==> config.mk <==
export PLATFORM = sky130hd
export DESIGN_NAME = cache_arbiter
export DESIGN_NICKNAME = d
export VERILOG_FILES = /design/src/rtl/lc3b_types.sv /design/src/rtl/cache_arbiter_control.sv /design/src/rtl/cache_arbiter.sv
export SDC_FILE = /design/constraint.sdc
export NUM_CORES = 1
export LEC_CHECK = 0
export ABC_AREA = 1
export BUFFER_PORTS_ARGS = -buffer_cell sky130_fd_sc_hd__buf_2
export CORE_AREA = 5 5 269 271
export CTS_BUF_LIST = sky130_fd_sc_hd__clkbuf_4 sky130_fd_sc_hd__clkbuf_8
export DETAILED_ROUTE_END_ITERATION = 6
export DIE_AREA = 0 0 274 276
export GPL_TIMING_DRIVEN = 0
export PLACE_DENSITY = 0.3
export SETUP_SLACK_MARGIN = 0.05
export SLEW_MARGIN = 5
export SYNTH_ARGS = -nofsm -noshare
export SYNTH_HDL_FRONTEND = slang
export SYNTH_SLANG_ARGS = --single-unit
==> constraint.sdc <==
create_clock -name clk -period 1.7 [get_ports clk]
set_input_delay 0.34 -clock clk [delete_from_list [all_inputs] [get_ports clk]]
set_output_delay 0.34 -clock clk [all_outputs]
set_load 0.01 [all_outputs]
==> src/rtl/lc3b_types.sv <==
// Shared LC-3b memory-path types: line/word widths and the L1-to-L2 arbiter enums.
package lc3b_types;

  localparam int unsigned LC3B_ADDR_W = 16;
  localparam int unsigned LC3B_LINE_W = 128;

  typedef logic [LC3B_ADDR_W-1:0] lc3b_word;
  typedef logic [LC3B_LINE_W-1:0] lc3b_line;

  typedef enum logic [1:0] {IDLE, I_BUSY, D_BUSY} lc3b_arb_state;
  typedef enum logic {ICACHE, DCACHE} lc3b_arb_client;

endpackage

==> src/rtl/cache_arbiter_control.sv <==
// Arbiter FSM: picks the next L2 owner from IDLE, alternating on ties, and
// holds ownership until the L2 completion pulse.
module cache_arbiter_control
  import lc3b_types::*;
(
  input  logic          clk,
  input  logic          reset,
  input  logic          i_req,
  input  logic          d_req,
  input  logic          l2_resp,
  output lc3b_arb_state state,
  output logic          grant_i_c,
  output logic          grant_d_c
);

  lc3b_arb_client last_grant;

  // Grants are only issued from IDLE, which also forces one idle cycle between transactions.
  always_comb begin
    grant_i_c = 1'b0;
    grant_d_c = 1'b0;
    if (state == IDLE) begin
      if (i_req && d_req) begin
        grant_d_c = (last_grant == ICACHE);
        grant_i_c = (last_grant == DCACHE);
      end else begin
        grant_i_c = i_req;
        grant_d_c = d_req;
      end
    end
  end

  always_ff @(posedge clk) begin
    if (reset) begin
      state      <= IDLE;
      last_grant <= ICACHE;
    end else begin
      case (state)
        IDLE: begin
          if (grant_i_c) begin
            state      <= I_BUSY;
            last_grant <= ICACHE;
          end else if (grant_d_c) begin
            state      <= D_BUSY;
            last_grant <= DCACHE;
          end
        end
        I_BUSY, D_BUSY: begin
          if (l2_resp) state <= IDLE;
        end
        default: state <= IDLE;
      endcase
    end
  end

endmodule

==> src/rtl/cache_arbiter.sv <==
// Arbitrates the I-cache and D-cache miss ports onto one L2 port, latching the
// winning request at grant and steering the L2 completion back to its owner.
module cache_arbiter
  import lc3b_types::*;
#(
  parameter int unsigned ADDR_W = LC3B_ADDR_W,
  parameter int unsigned LINE_W = LC3B_LINE_W
) (
  input  logic              clk,
  input  logic              reset,
  input  logic [ADDR_W-1:0] icache_pmem_address,
  input  logic              icache_pmem_read,
  output logic [LINE_W-1:0] icache_pmem_rdata,
  output logic              icache_pmem_resp,
  input  logic [ADDR_W-1:0] dcache_pmem_address,
  input  logic              dcache_pmem_read,
  input  logic              dcache_pmem_write,
  input  logic [LINE_W-1:0] dcache_pmem_wdata,
  output logic [LINE_W-1:0] dcache_pmem_rdata,
  output logic              dcache_pmem_resp,
  output logic [ADDR_W-1:0] l2_address,
  output logic              l2_read,
  output logic              l2_write,
  output logic [LINE_W-1:0] l2_wdata,
  input  logic [LINE_W-1:0] l2_rdata,
  input  logic              l2_resp
);

  lc3b_arb_state state;
  logic          grant_i_c;
  logic          grant_d_c;

  cache_arbiter_control u_control (
    .clk       (clk),
    .reset     (reset),
    .i_req     (icache_pmem_read),
    .d_req     (dcache_pmem_read | dcache_pmem_write),
    .l2_resp   (l2_resp),
    .state     (state),
    .grant_i_c (grant_i_c),
    .grant_d_c (grant_d_c)
  );

  // Request latch: loaded only at grant, strobes dropped on the cycle after l2_resp.
  // A D-cache read+write is issued as a write.
  always_ff @(posedge clk) begin
    if (reset) begin
      l2_address <= '0;
      l2_wdata   <= '0;
      l2_read    <= 1'b0;
      l2_write   <= 1'b0;
    end else if (grant_i_c) begin
      l2_address <= icache_pmem_address;
      l2_read    <= 1'b1;
      l2_write   <= 1'b0;
    end else if (grant_d_c) begin
      l2_address <= dcache_pmem_address;
      l2_read    <= ~dcache_pmem_write;
      l2_write   <= dcache_pmem_write;
      if (dcache_pmem_write) l2_wdata <= dcache_pmem_wdata;
    end else if ((state != IDLE) && l2_resp) begin
      l2_read    <= 1'b0;
      l2_write   <= 1'b0;
    end
  end

  // Read data is broadcast; only the owning client sees the completion.
  assign icache_pmem_rdata = l2_rdata;
  assign dcache_pmem_rdata = l2_rdata;
  assign icache_pmem_resp  = (state == I_BUSY) && l2_resp;
  assign dcache_pmem_resp  = (state == D_BUSY) && l2_resp;

endmodule

==> results.md, run 1 <==
- Status: finished, final reports clean
- Crit Reg-Reg Endpoint: l2_wdata[10]
- CTS tree: yes
- Syn_area_per_cell: 7.619 um2
- Fin Setup TNS: 0 ns
- Mapped Cells: 1016
- Final wirelength: 44940 um
- Crit end category: flop
- Layout area overhead: 101.7%
- Adder-cell share of the synthesized area: 0.004849
- Largest family of logic cells by synthesized area: buffers and inverters
- FF-to-FF path depth: 10
- CTS Buf Count: 17
- CP required: 2.16 ns
- First-pass GRT wire length: 62180 um
- Global route total overflow: 0
- Crit Path Class: flop to flop
- Ys Warns: 0
- Final period util: 0.9963
- Vias in the first global route: 9396
- Flops & latches, synth: 149
- R2R setup slack: 0.006 ns
- RSZ-0062 raised after global routing: yes
- CP startpoint: u_control.state[0]
- Synth Area in Compound Gates: 0.09908
- Final Cell Area: 15610 um2
- MaxCap Viol Count: 0
- Post-Layout Cell Count: 2706
- Total vias in the final route: 9256
- # port buffers: 568
- PD cells: 1114 nW/um2
- Class of the worst hold path: input pin to flop
- Slew @ Worst Pin: 1.170 ns
- Clock sink count: 149
- Max incr delay on CP: 0.37 ns
- Synth Cell Area: 7741 um2
- Die Width: 274 um
- Final hold slack: 0.08400 ns
- Ports: 698
- Final setup vio count: 0
- Skew-Pair Late Insertion Delay: 0.53 ns
- Synth Area in XOR/XNOR: 0
- Tmin final: 1.694 ns
- Synth top area share: 0.3853
- Max Freq: 590.4 MHz
- Layout Nets: 2049
- Commonest non-fill, non-tap cells in the layout: buf_2 (573), buf_4 (264), dfxtp_1 (147)
- Hold path cells: 3
- Fin. max-slew vios: 0
- DR iter-0 viols: 246
- Commonest non-fill, non-tap cell in the layout: buf_2
- Total Routing Usage GR: 0.1101
- Largest area contributor in the netlist: dfxtp_1
- CP Cell Sequence: inv_4, ha_4, inv_4, a21oi_4, buf_6, buf_12, buf_12, clkbuf_16, nand3_1, a21oi_2
- CTS root buffer: clkbuf_8
- Rows: 97
- Worst-path clk slew: 0.09 ns
- GPL Wtd Cong: 0.7592
- Via density: 3.421
- CTS H-tree lvls: 4
- Mux cell area share after synthesis: 0
- Worst Setup Start Kind: flop
- Placed Cells: 2524
- Crit Path Max Fanout: 5
- Placed Instance Area: 11760 um2
- Hold path startpoint: dcache_pmem_wdata[15]
- Clock Skew: 0.01429 ns
- Starting Density: 0.1113
- Max Buffers Root-to-Sink: 2
- Core ar.: 69540 um2
- Distinct cells, synth: 17
- Final hold violation count: 0
- Largest net degree at the start of global routing: 17
- Slew Limit Headroom: 0.2199
- Final core utilization: 0.2245
- Synth area leaders: dfxtp_1 (39%), buf_4 (26%), nand3_1 (11%)
- Routed WL per cell: 16.61 um
- DP Wirelength: 34790 um
- Worst EP arrival: 2.15 ns
- Net count after synthesis: 1313
- Endpoint of the worst hold path: l2_wdata[15]
- Initial antenna violation count: 4
- Die area: 75620 um2
- Die height: 276 um
- Reg2reg start: u_control.state[0]
- Max VDD drop: 474.4 uV
- Critical-path top delay cell: dfxtp_4
- LEAKAGE: 7.564 nW
- Share of cells above drive strength 1: 0.6536
- Post-route DRC violation count: 0
- Routed Antenna Nets: 0
- Register area share after synthesis: 0.3853
- DRT Pass-1 Iters: 4
- Simple-Gate Fraction of Synth Area: 0.2066
## cell type report
| type | instances | area, um2 |
|---|---|---|
| Antenna cell | 2 | 5.005 |
| Inverter | 28 | 110.1 |
| Clock buffer | 19 | 261.5 |
| Fill cell | 7740 | 53930 |
| Clock inverter | 12 | 214.0 |
| Multi-Input combinational cell | 514 | 3545 |
| Tap cell | 940 | 1176 |
| Buffer | 322 | 2550 |
| Timing Repair Buffer | 720 | 4763 |
| Sequential cell | 149 | 2988 |
## metrics by stage
step / power [mW] / worst slack, ns
finish: 17.40 / 0.006335
global route: 18.61 / -0.08170
global placement: 10.19 / -0.6577
detailed placement: 10.18 / -0.6952
floorplan: 7.662 / 0.1841
CTS: 16.09 / -0.07719
## worst max-delay path: cells and delay by family (launching register included)
| kind | cells | cell delay (ns) |
|---|---|---|
| adders and majority gates | 1 | 0.14 |
| and+or+nand+nor | 1 | 0.09 |
| DFF | 1 | 0.37 |
| buffers and inverters | 6 | 0.68 |
| AOI/OAI and AO/OA | 2 | 0.32 |
## power by group
part | internal [mW] | leakage, nW | total (mW) | switching, mW
Sequential | 4.12 | 1.22 | 4.57 | 0.446
Clock | 1.85 | 0.240 | 3.51 | 1.66
Combinational | 4.68 | 6.10 | 9.32 | 4.64
Total | 10.7 | 7.56 | 17.4 | 6.74
## metal layers
metal	up-vias	wire, um	global-route usage
li1	4574	-	-
met3	34	4165	0.04431
met5	-	13	0
met2	364	23420	0.2024
met1	4282	16700	0.1164
met4	2	640	0.02781
## synthesized netlist by cell type
master    count
a21oi_1     149
a21oi_4       1
buf_1         3
buf_2        22
buf_4       267
clkbuf_1     33
dfxtp_1     149
ha_1          3
inv_1        27
inv_2         1
nand2_1     175
nand2_2       1
nand3_1     163
nand4_1      16
nor2_1        4
nor3_1        1
o21ai_0       1
## worst max-delay path by stage
stage	endpoint	cells after the start
6_report	l2_wdata[10]	10
3_5_place_dp	l2_wdata[46]	9
4_1_cts	dcache_pmem_resp	5
5_1_grt	l2_wdata[20]	10
2_1_floorplan	l2_wdata[0]	10
3_3_place_gp	l2_wdata[46]	9
## timing repair
action | 4_1_cts | 5_1_grt
cloned | 9 | 14
hold endpoints to repair | 114 | 1
hold buffers | 114 | 1
pin swaps | 42 | 60
resized for setup | 151 | 264
endpoints found under the setup margin | 151 | 144
setup buffers | 13 | 2
## registers in the layout, indices dropped and copies added, names as in the netlist
| signal | flops |
|---|---|
| l2_read | 1 |
| l2_wdata | 128 |
| u_control.last_grant | 1 |
| u_control.state | 2 |
| l2_write | 1 |
| l2_address | 16 |
## logic make-up (layout without fill, tap and decap cells)
kind of cell / count (synthesis) / in the layout
and+or+nand+nor: 360 / 360
DFF: 149 / 149
buffers and inverters: 353 / 1101
other: 0 / 2
AOI/OAI and AO/OA: 151 / 151
adders and majority gates: 3 / 3
(Power assumes the default switching activity.)
==> run 2: changes to the inputs <==
--- a/config.mk
+++ b/config.mk
@@ -7,12 +7,14 @@
 export LEC_CHECK = 0
 export ABC_AREA = 1
 export BUFFER_PORTS_ARGS = -buffer_cell sky130_fd_sc_hd__buf_2
-export CORE_AREA = 5 5 269 271
+export CELL_PAD_IN_SITES_DETAIL_PLACEMENT = 1
+export CELL_PAD_IN_SITES_GLOBAL_PLACEMENT = 1
+export CORE_AREA = 5 5 265 267
 export CTS_BUF_LIST = sky130_fd_sc_hd__clkbuf_4 sky130_fd_sc_hd__clkbuf_8
 export DETAILED_ROUTE_END_ITERATION = 6
-export DIE_AREA = 0 0 274 276
+export DIE_AREA = 0 0 270 272
 export GPL_TIMING_DRIVEN = 0
-export PLACE_DENSITY = 0.3
+export PLACE_DENSITY = 0.42
 export SETUP_SLACK_MARGIN = 0.05
 export SLEW_MARGIN = 5
 export SYNTH_ARGS = -nofsm -noshare
==> results.md, run 2 (same netlist as run 1, synthesis figures left out) <==
- Status: complete, but fails checks (was finished, final reports clean)
- Failing checks: negative setup slack
- Final wirelength: 47420 um (was 44940 um)
- Combinational power share: 0.571 (was 0.536)
- Max incr delay on CP: 0.81 ns (was 0.37 ns)
- DR iter-0 viols: 162 (was 246)
- Post-Layout Cell Count: 2646 (was 2706)
- Routed Antenna Nets: 0 (unchanged)
- Placed Cells: 2466 (was 2524)
- Share of cells above drive strength 1: 0.6771 (was 0.6536)
- Total Routing Usage GR: 0.1190 (was 0.1101)
- Int Pwr: 10.33 mW (was 10.66 mW)
- Initial antenna violation count: 6 (was 4)
- Clock Skew: 0.02408 ns (was 0.01429 ns)
- Slew Limit Headroom: 0.2429 (was 0.2199)
- Seq pwr share: 0.258 (was 0.263)
- Largest net degree at the start of global routing: 17 (unchanged)
- Switch Pwr: 7.062 mW (was 6.739 mW)
- Final hold violation count: 0 (unchanged)
- Vias in the first global route: 9994 (was 9396)
- Worst EP arrival: 2.23 ns (was 2.15 ns)
- Number of buffers and inverters on the critical path: 3 (was 6)
- Final setup vio count: 12 (was 0)
- DP Wirelength: 36560 um (was 34790 um)
- Ports: 698 (unchanged)
- CP Cell Sequence: buf_2, buf_2, clkbuf_1, nand3_1, a21oi_2 (was inv_4, ha_4, inv_4, a21oi_4, buf_6, buf_12, buf_12, clkbuf_16, nand3_1, a21oi_2)
- # port buffers: 568 (unchanged)
- Max VDD drop: 591.2 uV (was 474.4 uV)
- Critical path's most frequent cell: buf_2
- Max Freq: 567.7 MHz (was 590.4 MHz)
- DRT Pass-1 Iters: 4 (unchanged)
- Met2 Use GR: 0.2179 (was 0.2024)
- CTS H-tree lvls: 4 (unchanged)
- Tmin final: 1.762 ns (was 1.694 ns)
- PD cells: 1112 nW/um2 (was 1114 nW/um2)
- Fin. max-slew vios: 0 (unchanged)
- Critical-path top delay cell: clkbuf_1 (was dfxtp_4)
- Die height: 272 um (was 276 um)
- Top flop regs: l2_wdata: 128 flops, l2_address: 16 flops, u_control.state: 2 flops (unchanged)
- RSZ-0062 raised after global routing: yes (unchanged)
- Sw Ratio: 0.4061 (was 0.3874)
- Final period util: 1.036 (was 0.9963)
- Die area: 73440 um2 (was 75620 um2)
- Setup ws final: -0.06158 ns (was 0.006335 ns)
- Skew-Pair Late Insertion Delay: 0.55 ns (was 0.53 ns)
- First-pass GRT wire length: 65910 um (was 62180 um)
- GR Layer Usage met3: 0.05056 (was 0.04431)
- Largest register FFs: 128 (unchanged)
- Most flop-heavy register: l2_wdata (unchanged)
- Worst-path clk slew: 0.09 ns (about the same)
- Layout Nets: 2046 (was 2049)
- GPL Wtd Cong: 0.7778 (was 0.7592)
- Via density: 3.551 (was 3.421)
- LEAKAGE: 7.272 nW (was 7.564 nW)
- Layout area overhead: 102.1% (was 101.7%)
- Routed WL per cell: 17.92 um (was 16.61 um)
- CTS root buffer: clkbuf_8 (unchanged)
- Global route total overflow: 0 (unchanged)
- Slew @ Worst Pin: 1.136 ns (was 1.170 ns)
- Post-route DRC violation count: 0 (unchanged)
- Worst Setup Start Kind: input pin (was flop)
- Rows: 96 (was 97)
- Met1 Usage GRT: 0.1241 (was 0.1164)
- CTS Buf Count: 17 (unchanged)
- Crit end category: flop (unchanged)
- Crit Path Class: input pin to flop (was flop to flop)
- CTS tree: yes (unchanged)
- Crit Path Max Fanout: 10 (was 5)
- Class of the worst hold path: input pin to flop (unchanged)
- Fin Setup TNS: -0.2524 ns (was 0 ns)
- CP delay by family, top: buffers and inverters (unchanged)
- GR peak layer: met2 (unchanged)
- Core ar.: 67870 um2 (was 69540 um2)
- Die Width: 270 um (was 274 um)
- Max Buffers Root-to-Sink: 2 (unchanged)
- Total chip power: 17.39 mW (was 17.40 mW)
- CP required: 2.17 ns (was 2.16 ns)
- MaxCap Viol Count: 0 (unchanged)
- Clk pwr share: 0.172 (was 0.202)
- Commonest non-fill, non-tap cell in the layout: buf_2 (unchanged)
- Starting Density: 0.1141 (was 0.1113)
- Total vias in the final route: 9397 (was 9256)
- Clock sink count: 149 (unchanged)
- Commonest non-fill, non-tap cells in the layout: buf_2 (572), buf_4 (268), nand2_1 (163) (was buf_2 (573), buf_4 (264), dfxtp_1 (147))
## run 2: layout make-up
type | instances | area (um2)
Antenna cell | 2 | 5.005
Buffer | 323 | 2544
Clock buffer | 18 | 247.7
Clock inverter | 14 | 150.1
Fill cell | 8157 | 52220
Inverter | 28 | 112.6
Multi-Input combinational cell | 514 | 3837
Sequential cell | 149 | 2990
Tap cell | 882 | 1104
Timing Repair Buffer | 716 | 4656
## run 2: what timing repair did
action | 4_1_cts | 5_1_grt
pin swaps | 10 | 137
endpoints found under the setup margin | 151 | 150
hold buffers | 103 | 2
resized for setup | 116 | 318
setup buffers | 14 | 12
endpoints found under the hold margin | 103 | 2
cloned | 8 | 11
## run 2: final timing paths
check        depth (start not counted)                   from  slack [ns]      endpoint
min reg2reg                          2           l2_wdata[22]        0.46  l2_wdata[22]
max                                  5      dcache_pmem_write       -0.06  l2_wdata[25]
min                                  3  dcache_pmem_wdata[19]        0.06  l2_wdata[19]
max reg2reg                         10     u_control.state[1]       -0.03  l2_wdata[25]
## run 2: worst min-delay path: cells and delay by family
kind            cells  cell delay, ns
compound gates      1            0.04
simple gates        1            0.07
buf+inv             1            0.11
## run 2: metrics by stage
| step | util | worst slack [ns] | instance area (um2) | hold WS (ns) |
|---|---|---|---|---|
| global placement | 0.1722 | -0.5420 | 11690 | 0.4468 |
| floorplan | - | 0.1841 | 7741 | 0.4840 |
| finish | 0.2305 | -0.06158 | 15650 | 0.05955 |
| global route | 0.2305 | -0.1391 | 15640 | 0.001644 |
| detailed placement | 0.1722 | -0.5948 | 11690 | 0.4492 |
| CTS | 0.2043 | -0.1122 | 13870 | 0.00008565 |
## run 2: power by group through the flow
stage | combinational, mW | clock (mW) | sequential, mW
after floorplan | 2.88 | 0 | 4.78
after global placement | 5.66 | 0 | 4.50
after detailed placement | 5.69 | 0 | 4.52
after CTS | 7.79 | 3.19 | 4.45
after global routing | 10.7 | 3.30 | 4.57
final | 9.92 | 2.98 | 4.48
## run 2: routing by layer
metal  up-vias  wire [um]
met5         -         63
met4         8        984
met3        42       3750
met2       367      24640
met1      4421      17980
li1       4559          -
==> run 3: changes to the inputs <==
--- a/config.mk
+++ b/config.mk
@@ -9,12 +9,12 @@
 export BUFFER_PORTS_ARGS = -buffer_cell sky130_fd_sc_hd__buf_2
 export CELL_PAD_IN_SITES_DETAIL_PLACEMENT = 1
 export CELL_PAD_IN_SITES_GLOBAL_PLACEMENT = 1
-export CORE_AREA = 5 5 265 267
+export CORE_AREA = 5 5 266 268
 export CTS_BUF_LIST = sky130_fd_sc_hd__clkbuf_4 sky130_fd_sc_hd__clkbuf_8
 export DETAILED_ROUTE_END_ITERATION = 6
-export DIE_AREA = 0 0 270 272
+export DIE_AREA = 0 0 271 273
 export GPL_TIMING_DRIVEN = 0
-export PLACE_DENSITY = 0.42
+export PLACE_DENSITY = 0.44
 export SETUP_SLACK_MARGIN = 0.05
 export SLEW_MARGIN = 5
 export SYNTH_ARGS = -nofsm -noshare
==> constraint.sdc (replaced) <==
create_clock -name clk -period 1.6 [get_ports clk]
set_input_delay 0.32 -clock clk [delete_from_list [all_inputs] [get_ports clk]]
set_output_delay 0.32 -clock clk [all_outputs]
set_load 0.01 [all_outputs]
==> results.md, run 3 (same netlist as run 1, synthesis figures left out) <==
- Ports: 698 (unchanged)
- Crit Reg-Reg Endpoint: l2_wdata[11] (was l2_wdata[25])
- Initial antenna violation count: 0 (was 6)
- DP Wirelength: 34820 um (was 36560 um)
- Post-route DRC violation count: 0 (unchanged)
- Worst Setup Start Kind: flop (was input pin)
- R2R setup slack: -0.11 ns (was -0.03 ns)
- Total Routing Usage GR: 0.1122 (was 0.1190)
- Clock sink count: 149 (unchanged)
- Final core utilization: 0.2366 (was 0.2305)
- LEAKAGE: 7.677 nW (was 7.272 nW)
- DRT Pass-1 Iters: 6 (was 4)
- Worst EP arrival: 2.16 ns (was 2.23 ns)
- Final wirelength: 46560 um (was 47420 um)
- Max incr delay on CP: 0.37 ns (was 0.81 ns)
- # port buffers: 568 (unchanged)
- FF-to-FF path depth: 10 (unchanged)
- Total chip power: 18.61 mW (was 17.39 mW)
- Reg2reg start: u_control.state[1] (unchanged)
- First-pass GRT wire length: 63360 um (was 65910 um)
- Layout area overhead: 108.1% (was 102.1%)
- Largest net degree at the start of global routing: 17 (unchanged)
- Routed WL per cell: 17.52 um (was 17.92 um)
- Commonest non-fill, non-tap cells in the layout: buf_2 (575), buf_4 (264), dfxtp_1 (144) (was buf_2 (572), buf_4 (268), nand2_1 (163))
- Starting Density: 0.1137 (was 0.1141)
- CP required: 2.06 ns (was 2.17 ns)
- DR iter-0 viols: 200 (was 162)
- Fin. max-slew vios: 0 (unchanged)
- Max Buffers Root-to-Sink: 2 (unchanged)
- Class of the worst hold path: input pin to flop (unchanged)
- CP delay by family, top: buffers and inverters (unchanged)
- Die Width: 271 um (was 270 um)
- Slew Limit Headroom: 0.2366 (was 0.2429)
- Commonest non-fill, non-tap cell in the layout: buf_2 (unchanged)
- CTS root buffer: clkbuf_8 (unchanged)
- Routed Antenna Nets: 0 (unchanged)
- Max VDD drop: 565.5 uV (was 591.2 uV)
- Die height: 273 um (was 272 um)
- Endpoint of the worst hold path: l2_wdata[16] (was l2_wdata[19])
- Max Freq: 586.2 MHz
- Most flop-heavy register: l2_wdata (unchanged)
- GPL Wtd Cong: 0.8127 (was 0.7778)
- Top flop regs: l2_wdata: 128 flops, l2_address: 16 flops, u_control.state: 2 flops (unchanged)
- Total vias in the final route: 9503 (was 9397)
- Failing checks: negative setup slack (unchanged)
- Final setup vio count: 111 (was 12)
- Vias in the first global route: 10132 (was 9994)
- RSZ-0062 raised after global routing: yes (unchanged)
- Share of cells above drive strength 1: 0.6992 (was 0.6771)
- Global route total overflow: 0 (unchanged)
- Slew @ Worst Pin: 1.145 ns (was 1.136 ns)
- Crit Path Max Fanout: 6 (was 10)
- CP Cell Sequence: inv_4, ha_4, inv_4, a21oi_4, buf_12, buf_8, buf_16, clkbuf_16, nand3_2, a21oi_2 (was buf_2, buf_2, clkbuf_1, nand3_1, a21oi_2)
- CTS tree: yes (unchanged)
- Hold path startpoint: dcache_pmem_wdata[16] (was dcache_pmem_wdata[19])
- Status: complete, but fails checks (unchanged)
- Final period util: 1.066
- Tmin final: 1.706 ns
- MaxCap Viol Count: 0 (unchanged)
- Met1 Usage GRT: 0.1187 (was 0.1241)
- Number of buffers and inverters on the critical path: 6 (was 3)
- Layout Nets: 2060 (was 2046)
- Filler cell count: 8118 (was 8157)
- Area of the multi-input gates: 4110 um2 (was 3837 um2)
- Final hold violation count: 0 (unchanged)
- Met2 Use GR: 0.2078 (was 0.2179)
- CTS H-tree lvls: 4 (unchanged)
- PD cells: 1155 nW/um2 (was 1112 nW/um2)
- Via density: 3.575 (was 3.551)
- GR peak layer: met2 (unchanged)
- Largest register FFs: 128 (unchanged)
- Crit Path Class: flop to flop (was input pin to flop)
- Core ar.: 68110 um2 (was 67870 um2)
- Worst-path clk slew: 0.09 ns (about the same)
- Critical-path top delay cell: dfxtp_4 (was clkbuf_1)
- Final hold slack: 0.1145 ns (was 0.05955 ns)
- GR Layer Usage met3: 0.04284 (was 0.05056)
- Clock Skew: 0.01677 ns (was 0.02408 ns)
- Setup ws final: -0.1060 ns (was -0.06158 ns)
- CTS Buf Count: 17 (unchanged)
- Skew-Pair Late Insertion Delay: 0.54 ns (was 0.55 ns)
- Hold path cells: 3 (unchanged)
- FF/Latch Area: 2994 um2 (was 2990 um2)
- Rows: 96 (unchanged)
- Critical path's most frequent cell: inv_4 (was buf_2)
- Die area: 73980 um2 (was 73440 um2)
- Crit end category: flop (unchanged)
run 3: metal layers:
layer | routed length [um] | vias to the layer above
li1 | - | 4597
met5 | 0 | -
met3 | 3347 | 34
met2 | 25030 | 358
met1 | 17540 | 4514
met4 | 640 | 0
run 3: worst max-delay path by stage:
stage | start | endpoint | cells past startpoint
after floorplan | u_control.state[0] | l2_wdata[0] | 10
after global placement | reset | l2_wdata[121] | 3
after detailed placement | reset | l2_wdata[120] | 3
after CTS | u_control.state[0] | dcache_pmem_resp | 5
after global routing | u_control.state[1] | l2_wdata[11] | 10
final | u_control.state[1] | l2_wdata[11] | 10
run 3: repair_timing:
action                                 in CTS  in global routing
pin swaps                                   9                 79
gates cloned                                5                 17
resized for setup                          86                455
endpoints found under the hold margin     127                  0
buffers inserted                            7                  6
setup endpoints to repair                 154                152
hold buffers                              127                  0
run 3: cell type report:
cell class	instances	area share
Timing Repair Buffer	729	0.2986
Inverter	28	0.006989
Clock buffer	21	0.01716
Antenna cell	1	0.0001553
Multi-Input combinational cell	515	0.2551
Buffer	323	0.1586
Clock inverter	10	0.009085
Tap cell	882	0.06849
Sequential cell	149	0.1858
run 3: power by group:
group	internal (mW)	total, mW	switching [mW]
combinational	4.97	10.3	5.35
clock	1.66	3.34	1.68
sequential	4.39	4.95	0.557
total	11.0	18.6	7.59
run 3: worst min-delay path: stages:
cell and delay (ns):
buf_2 0.13, nand3_1 0.11, a21oi_2 0.05
run 3: per-stage QoR:
stage / setup slack, ns / std cells / cell area [um2] / TNS [ns]
finish: -0.1060 / 2658 / 16110 / -4.375
global route: -0.1720 / 2657 / 16110 / -13.31
CTS: -0.1939 / 2636 / 13860 / -14.43
detailed placement: -0.7955 / 2466 / 11690 / -77.87
global placement: -0.7493 / 2466 / 11690 / -73.05
floorplan: 0.08411 / 1016 / 7741 / 0
